==> src/rtl/adxl345_axis_assembler_pkg.sv <==
// Shared types and constants for the ADXL345 axis assembler.
// Holds the FSM encoding and the DATAX0..DATAZ1 register window.
package adxl345_axis_assembler_pkg;

  typedef enum logic [1:0] {
    ST_IDLE,
    ST_SHIFT,
    ST_HOLD,
    ST_COMMIT
  } state_t;

  localparam logic [7:0] ADXL_DATA_BASE   = 8'h32;
  localparam logic [7:0] ADXL_DATA_LAST   = 8'h37;
  // One sample spans the whole DATAX0..DATAZ1 register window.
  localparam int         BYTES_PER_SAMPLE = int'(ADXL_DATA_LAST - ADXL_DATA_BASE) + 1;

endpackage

==> src/rtl/adxl345_axis_assembler_i2c_byte_deserializer.sv <==
// MSB-first I2C byte shifter clocked by SCL rising edges detected in the system clock domain.
// Byte_o/valid appear the cycle after the 8th rise; no backpressure, caller gates shifting via i_shift_en.
module i2c_byte_deserializer #(
  parameter int BYTE_WIDTH_P = 8
) (
  input  logic                    i_clk,
  input  logic                    i_reset,
  input  logic                    i_scl,
  input  logic                    i_sda,
  input  logic                    i_start,
  input  logic                    i_shift_en,
  output logic                    o_byte_done,
  output logic [BYTE_WIDTH_P-1:0] o_byte,
  output logic                    o_byte_vld
);

  localparam int                CNT_W    = $clog2(BYTE_WIDTH_P);
  localparam logic [CNT_W-1:0] LAST_BIT = CNT_W'(BYTE_WIDTH_P - 1);

  logic                    r_scl_d;
  logic [BYTE_WIDTH_P-2:0] r_shift;
  logic [CNT_W-1:0]        r_bit_cnt;

  logic                    w_scl_rise;
  logic                    w_step;
  logic [BYTE_WIDTH_P-1:0] w_next;

  assign w_scl_rise  = i_scl & ~r_scl_d;
  assign w_step      = i_shift_en & w_scl_rise;
  assign w_next      = {r_shift, i_sda};
  assign o_byte_done = w_step && (r_bit_cnt == LAST_BIT);

  always_ff @(posedge i_clk) begin
    if (i_reset) begin
      r_scl_d    <= 1'b0;
      r_shift    <= '0;
      r_bit_cnt  <= '0;
      o_byte     <= '0;
      o_byte_vld <= 1'b0;
    end else begin
      r_scl_d    <= i_scl;
      o_byte_vld <= 1'b0;
      if (i_start) begin
        r_shift   <= '0;
        r_bit_cnt <= '0;
      end else if (w_step) begin
        r_shift   <= w_next[BYTE_WIDTH_P-2:0];
        r_bit_cnt <= r_bit_cnt + 1'b1;
        if (r_bit_cnt == LAST_BIT) begin
          o_byte     <= w_next;
          o_byte_vld <= 1'b1;
        end
      end
    end
  end

endmodule

==> src/rtl/adxl345_axis_assembler.sv <==
// Collects six I2C read frames into X/Y/Z words; Sample_Valid_o 2 cycles after the 6th Data_Available_i.
// No backpressure: every output is a one-cycle pulse or a held register.
module adxl345_axis_assembler
  import adxl345_axis_assembler_pkg::*;
#(
  parameter int BYTES_PER_SAMPLE_P = BYTES_PER_SAMPLE,
  parameter int BYTE_WIDTH_P       = 8,
  parameter int AXIS_WIDTH_P       = 16
) (
  input  logic                    Clk_i,
  input  logic                    Reset_i,
  input  logic                    Scl_i,
  input  logic                    Sda_i,
  input  logic                    Capture_En_i,
  input  logic                    Data_Available_i,
  input  logic                    Resync_i,
  output logic [BYTE_WIDTH_P-1:0] Byte_o,
  output logic                    Byte_Valid_o,
  output logic [AXIS_WIDTH_P-1:0] Axis_X_o,
  output logic [AXIS_WIDTH_P-1:0] Axis_Y_o,
  output logic [AXIS_WIDTH_P-1:0] Axis_Z_o,
  output logic                    Sample_Valid_o,
  output logic                    Frame_Error_o
);

  localparam int IDX_W = $clog2(BYTES_PER_SAMPLE_P);
  localparam int NSLOT = BYTES_PER_SAMPLE_P - 1;

  state_t                  r_state;
  logic [IDX_W-1:0]        r_byte_idx;
  logic [BYTE_WIDTH_P-1:0] r_slot [NSLOT];

  logic w_start;
  logic w_shift_en;
  logic w_byte_done;
  logic w_last;

  // Resync and a stray Data_Available both force IDLE, so neither may start or advance a byte.
  assign w_start    = (r_state == ST_IDLE)  && Capture_En_i && !Data_Available_i && !Resync_i;
  assign w_shift_en = (r_state == ST_SHIFT) && Capture_En_i && !Data_Available_i && !Resync_i;
  assign w_last     = (r_byte_idx == IDX_W'(BYTES_PER_SAMPLE_P - 1));

  i2c_byte_deserializer #(
    .BYTE_WIDTH_P(BYTE_WIDTH_P)
  ) u_deser (
    .i_clk       (Clk_i),
    .i_reset     (Reset_i),
    .i_scl       (Scl_i),
    .i_sda       (Sda_i),
    .i_start     (w_start),
    .i_shift_en  (w_shift_en),
    .o_byte_done (w_byte_done),
    .o_byte      (Byte_o),
    .o_byte_vld  (Byte_Valid_o)
  );

  always_ff @(posedge Clk_i) begin
    if (Reset_i) begin
      r_state        <= ST_IDLE;
      r_byte_idx     <= '0;
      for (int i = 0; i < NSLOT; i++) r_slot[i] <= '0;
      Axis_X_o       <= '0;
      Axis_Y_o       <= '0;
      Axis_Z_o       <= '0;
      Sample_Valid_o <= 1'b0;
      Frame_Error_o  <= 1'b0;
    end else begin
      Sample_Valid_o <= 1'b0;
      Frame_Error_o  <= 1'b0;
      if (Resync_i) begin
        r_state    <= ST_IDLE;
        r_byte_idx <= '0;
      end else begin
        case (r_state)
          ST_IDLE: begin
            if (Data_Available_i) begin
              Frame_Error_o <= 1'b1;
              r_byte_idx    <= '0;
            end else if (Capture_En_i) begin
              r_state <= ST_SHIFT;
            end
          end
          ST_SHIFT: begin
            if (Data_Available_i) begin
              Frame_Error_o <= 1'b1;
              r_byte_idx    <= '0;
              r_state       <= ST_IDLE;
            end else if (!Capture_En_i) begin
              r_state <= ST_IDLE;
            end else if (w_byte_done) begin
              r_state <= ST_HOLD;
            end
          end
          // SCL keeps toggling here for the NACK clock; only the frame end matters.
          ST_HOLD: begin
            if (Data_Available_i) r_state <= ST_COMMIT;
          end
          ST_COMMIT: begin
            r_state <= ST_IDLE;
            if (w_last) begin
              Axis_X_o       <= {r_slot[1], r_slot[0]};
              Axis_Y_o       <= {r_slot[3], r_slot[2]};
              Axis_Z_o       <= {Byte_o, r_slot[4]};
              Sample_Valid_o <= 1'b1;
              r_byte_idx     <= '0;
            end else begin
              for (int i = 0; i < NSLOT; i++) begin
                if (r_byte_idx == IDX_W'(i)) r_slot[i] <= Byte_o;
              end
              r_byte_idx <= r_byte_idx + 1'b1;
            end
          end
          default: r_state <= ST_IDLE;
        endcase
      end
    end
  end

endmodule
==> config.mk <==
export PLATFORM = sky130hd
export DESIGN_NAME = adxl345_axis_assembler
export DESIGN_NICKNAME = d
export VERILOG_FILES = /design/src/rtl/adxl345_axis_assembler_pkg.sv /design/src/rtl/adxl345_axis_assembler_i2c_byte_deserializer.sv /design/src/rtl/adxl345_axis_assembler.sv
export SDC_FILE = /design/constraint.sdc
export NUM_CORES = 1
export LEC_CHECK = 0
export BUFFER_PORTS_ARGS = -buffer_cell sky130_fd_sc_hd__buf_2
export CAP_MARGIN = 20
export CORE_ASPECT_RATIO = 1.1
export CORE_MARGIN = 4
export CORE_UTILIZATION = 56
export CTS_CLUSTER_DIAMETER = 200
export CTS_CLUSTER_SIZE = 30
export DETAILED_ROUTE_END_ITERATION = 8
export PLACE_DENSITY = 0.78
export SLEW_MARGIN = 20
export SYNTH_ARGS = -nofsm -noshare
export SYNTH_HDL_FRONTEND = slang
export SYNTH_HIERARCHICAL = 1
export SYNTH_SLANG_ARGS = --single-unit
==> constraint.sdc <==
create_clock -name Clk_i -period 2.5 [get_ports Clk_i]
set_input_delay 0.375 -clock Clk_i [delete_from_list [all_inputs] [get_ports Clk_i]]
set_output_delay 0.375 -clock Clk_i [all_outputs]
set_load 0.02 [all_outputs]
## After elaboration in Yosys (flattened, before gate mapping)

Memories as Yosys holds them, arrays and structs flattened. A register that Yosys moved wholly into a read port is not among the register bits.
Index checks and enable logic that the tools add are counted.

- Reduce and logical (&&, ||, !) cells: 22
- Add/subtract/negate cells: 2
- Bitwise logic cells: 13
- Eq/ne operators: 14
- Mux-type cells: 50

Operators with widths:

| kind | count |
|---|---|
| two-way mux 8 bit | 5 |
| two-way mux 1 bit | 35 |
| two-way mux 2 bit | 6 |
| == test 3 bit, second input constant | 3 |
| OR reduction 3 bit | 3 |
| case mux 2 bit (4 select lines) | 1 |
| logical AND 1 bit | 7 |
| adder 3 x 1 -> 3 bit, second input constant | 2 |
| == test 3 x 2 -> 1 bit, second input constant | 2 |
| two-way mux 3 bit | 2 |
| inequality test 2 bit, second input constant | 3 |
| NOT 1 bit | 6 |
| case mux 3 bit (2 select lines) | 1 |
| AND reduction 3 bit | 2 |
| OR reduction 2 bit | 3 |
| OR 1 bit | 5 |
| == test 2 bit, second input constant | 2 |
| inequality test 4 x 3 -> 1 bit, second input constant | 1 |
| AND reduction 4 bit | 1 |
| == test 3 x 1 -> 1 bit, second input constant | 1 |
| logical NOT 3 bit | 1 |
| bitwise AND 1 bit | 2 |
| == test 2 x 1 -> 1 bit, second input constant | 1 |
| logical NOT 1 bit | 2 |
| 4 further kinds | 4 |

- Input port bits: 7
- Logic and storage cells: 112
- Register bits after elaboration: 43
- Bits in writable memories: 40
- Memories: 1

Memory list:

| memory | depth | bits a word | rd ports | clocked after memory_dff | write ports | RTL line | source |
|---|---|---|---|---|---|---|---|
| r_slot | 5 | 8 | 5 | 5 | 5 | adxl345_axis_assembler.sv:31 | `logic [BYTE_WIDTH_P-1:0] r_slot [NSLOT];` |

## Logic depth before layout (Yosys ltp)

- Word-level depth: 10
- Depth in mapped cells: 8

## Hierarchy

Netlist, hierarchy kept.

Modules (own cells, without submodules):

| module | area each (sq um) | instances | cells each |
|---|---|---|---|
| adxl345_axis_assembler | 3,799.9 | 1 | 307 |
| i2c_byte_deserializer | 823.3 | 1 | 86 |

## Worst setup path after synthesis

Ideal clock, no wire load.

- Kind: reg-to-reg
- From: register (tool-made name)
- To: register (tool-made name)
- Setup slack: 0.399 ns
- Stages on the path, launching flop included: 9
- Data required time: 2.441 ns
- Path buffers: 1
- Arrival time: 2.042 ns
- Clock period less this slack: 2.101 ns
- Path through: dfxtp_1 or3b_2 nor3b_1 and3b_1 buf_2 and2_1 nand2_1 o22ai_1 and2_1

==> metrics.txt <==
register area share after synthesis=0.585; pre-CTS setup slack=0.222 ns; vias in the first global route=2,997; status=finished, final reports clean; Leak Pwr=2.15 nW; crit path kind=flop to flop; R2R setup slack=0.26 ns; hold_ws=0.117 ns; Startpoint Class=flop; hold path cells=3; Ant. Diodes=0; slowest CP cell=or3b_2; DR vias=2,999; Worst-Skew Late Latency=0.52 ns; Rows=34; r2r endpoint=u_deser/o_byte[7]; fmax=0.446 GHz; Max Slew Vio Count=0; DRC Markers=0; share of cells above drive strength 1=0.237; Clock Root Buffer=clkbuf_8; GRT Residual Overflow=0; Synth area leaders=dfxtp_1, edfxtp_1, nand2b_1, mux2i_1, nand2_1; Post-DRT Antenna Nets=0; area grow syn2layout=21.2%; synthesized flop and latch total=115; maximum vdd drop=0.479 mV; Fin Clk Skew=0.00845 ns; worst-path maximum fanout=10; IO Pins=66; die height=103 µm; Post-Synthesis Cells=393; # resized after CTS=0; global-route wire length before repair=14,600 µm; CP endpoint=u_deser/o_byte[7]; PnR Total Power=4.45 mW; fin worst setup slack=0.259 ns; worst hold path type=input pin to flop; post-synthesis net count=403; initial antenna violation count=0; relative slew slack=0.561; hpwl dp=5810 µm; largest net degree at the start of global routing=98; CP required=2.94 ns; Die W=94.6 µm; max incr delay on CP=0.55 ns; Worst Setup End Kind=flop; Setup Fix Bufs, Post-CTS=0; mapped cell area=0.00462 mm²; Yosys top cell area share=0.325; hold_buf cts=0; commonest non-fill, non-tap cells in the layout=nand2b_1, dfxtp_1, buf_2, mux2i_1, edfxtp_1; count of different cell masters after synthesis=38; worst slew pin tran=0.658 ns; CTS tree=done; # H-tree levels=4; Longest Clk Path Bufs=2; R2R cell count=6; total track usage=0.201; Final Hold Vio Count=0; YS warnings=14; mean post-synth cell area=11.8 µm²; Core Area=0.00800 mm²; cell taking the most area after synthesis=dfxtp_1; RSZ-0062 raised after global routing=no; DRT Wirelength=9140 µm; DR pass1 iterations=5; most common cell after layout, fill and taps aside=nand2b_1; TritonCTS Sinks=115; Final min period=2.24 ns; gpl congestion=0.799; Critical Path AT=2.68 ns; TritonCTS Buffers=17; Max-Cap Viols=0; port bufs=65; drt wl/cell=15.7 µm; clock-pin slew on the worst setup and hold paths=0.05 ns; final setup fails=0; crit share post-route=0.896; fin nets=472; Initial Util=0.578; Starting DRT DRC Count=182; Die Area=0.00977 mm²; Final TNS setup=0 ns; vias per cell=5.16; worst-path cell chain=or3b_2 -> nor3b_1 -> nand3b_4 -> nor3b_2 -> buf_4 -> mux2i_1; Power Dens Cells=795 mW/mm²
-- Yosys cell counts (all sizes together) --
library cell and number:
edfxtp 40, a31o 3, and2b 1, o311a 1, a41o 1, inv 4, o22ai 1, xnor2 1
nor2b 1, mux2i 56, a21oi 12, a21o 1, nor2 7, and4bb 1, nor3b 2, or3b 2
o21a 1, nor3 3, nand3 4, buf 9, and4 1, ha 3, or2 3, dfxtp 75
nor4 1, and3b 1, nand3b 2, nand2 21, clkbuf 12, nand2b 113, and2 10
-- worst min path at each step --
| stage | from | slack, ns | end |
|---|---|---|---|
| after floorplan | u_deser/r_shift[6] | 0.44 | u_deser/r_shift[6] |
| after global placement | u_deser/r_bit_cnt[2] | 0.45 | u_deser/r_bit_cnt[2] |
| after detailed placement | u_deser/r_shift[6] | 0.45 | u_deser/r_shift[6] |
| after CTS | Sda_i | 0.10 | u_deser/r_shift[0] |
| after global routing | Sda_i | 0.11 | u_deser/r_shift[0] |
| final | Sda_i | 0.12 | u_deser/r_shift[0] |
-- per-layer routing --
metal,GRT usage,share of wire,up-vias
met4,0.0832,0.014,0
met2,0.339,0.51,81
li1,-,-,1468
met3,0.0724,0.052,9
met5,0,0,-
met1,0.233,0.42,1441
-- worst max-delay path: cells and delay by family (launching register included) --
kind          cells  cell delay (ns)
simple gates      4             1.33
flops             1             0.37
mux               1             0.24
buf+inv           1             0.21
-- cell families (layout without fill, tap and decap cells) --
logic type	after synthesis	in the layout	synth area share
and+or+nand+nor	173	173	0.227
DFF	115	115	0.585
muxes	56	56	0.121
buffers and inverters	25	105	0.0292
AOI/OAI and AO/OA	20	20	0.0276
adders and majority gates	3	3	0.00812
xor gates and xnor gates	1	1	0.00189
-- state kept, by name (all words and copies together) (netlist names), named ones only --
| name | flops |
|---|---|
| u_deser/r_scl_d | 1 |
| Axis_X_o | 16 |
| u_deser/o_byte_vld | 1 |
| r_state | 1 |
| u_deser/o_byte | 8 |
| Axis_Y_o | 16 |
| r_byte_idx | 3 |
| Frame_Error_o | 1 |
| r_slot | 40 |
| u_deser/r_shift | 7 |
| u_deser/r_bit_cnt | 3 |
| Axis_Z_o | 16 |
| Sample_Valid_o | 1 |
-- stage by stage --
stage | utilization | instances | instance area (µm²)
floorplan | - | 393 | 4620
global placement | 0.627 | 551 | 5010
detailed placement | 0.627 | 551 | 5010
CTS | 0.701 | 581 | 5600
global route | 0.701 | 581 | 5600
finish | 0.701 | 581 | 5600
-- final cells by class --
type | count | area [µm²]
fill | 575 | 2390
tap | 108 | 135
clock buffer | 20 | 455
timing repair buffer | 71 | 370
clock inverter | 10 | 133
multi-input combinational | 253 | 1790
sequential | 115 | 2700
inverter | 4 | 15.0
-- where the power goes --
part           internal [mW]  switching [mW]
logic                 0.0479          0.0585
clock network           1.57           0.798
registers               1.96          0.0109
Power figures use the tool's default switching activity.
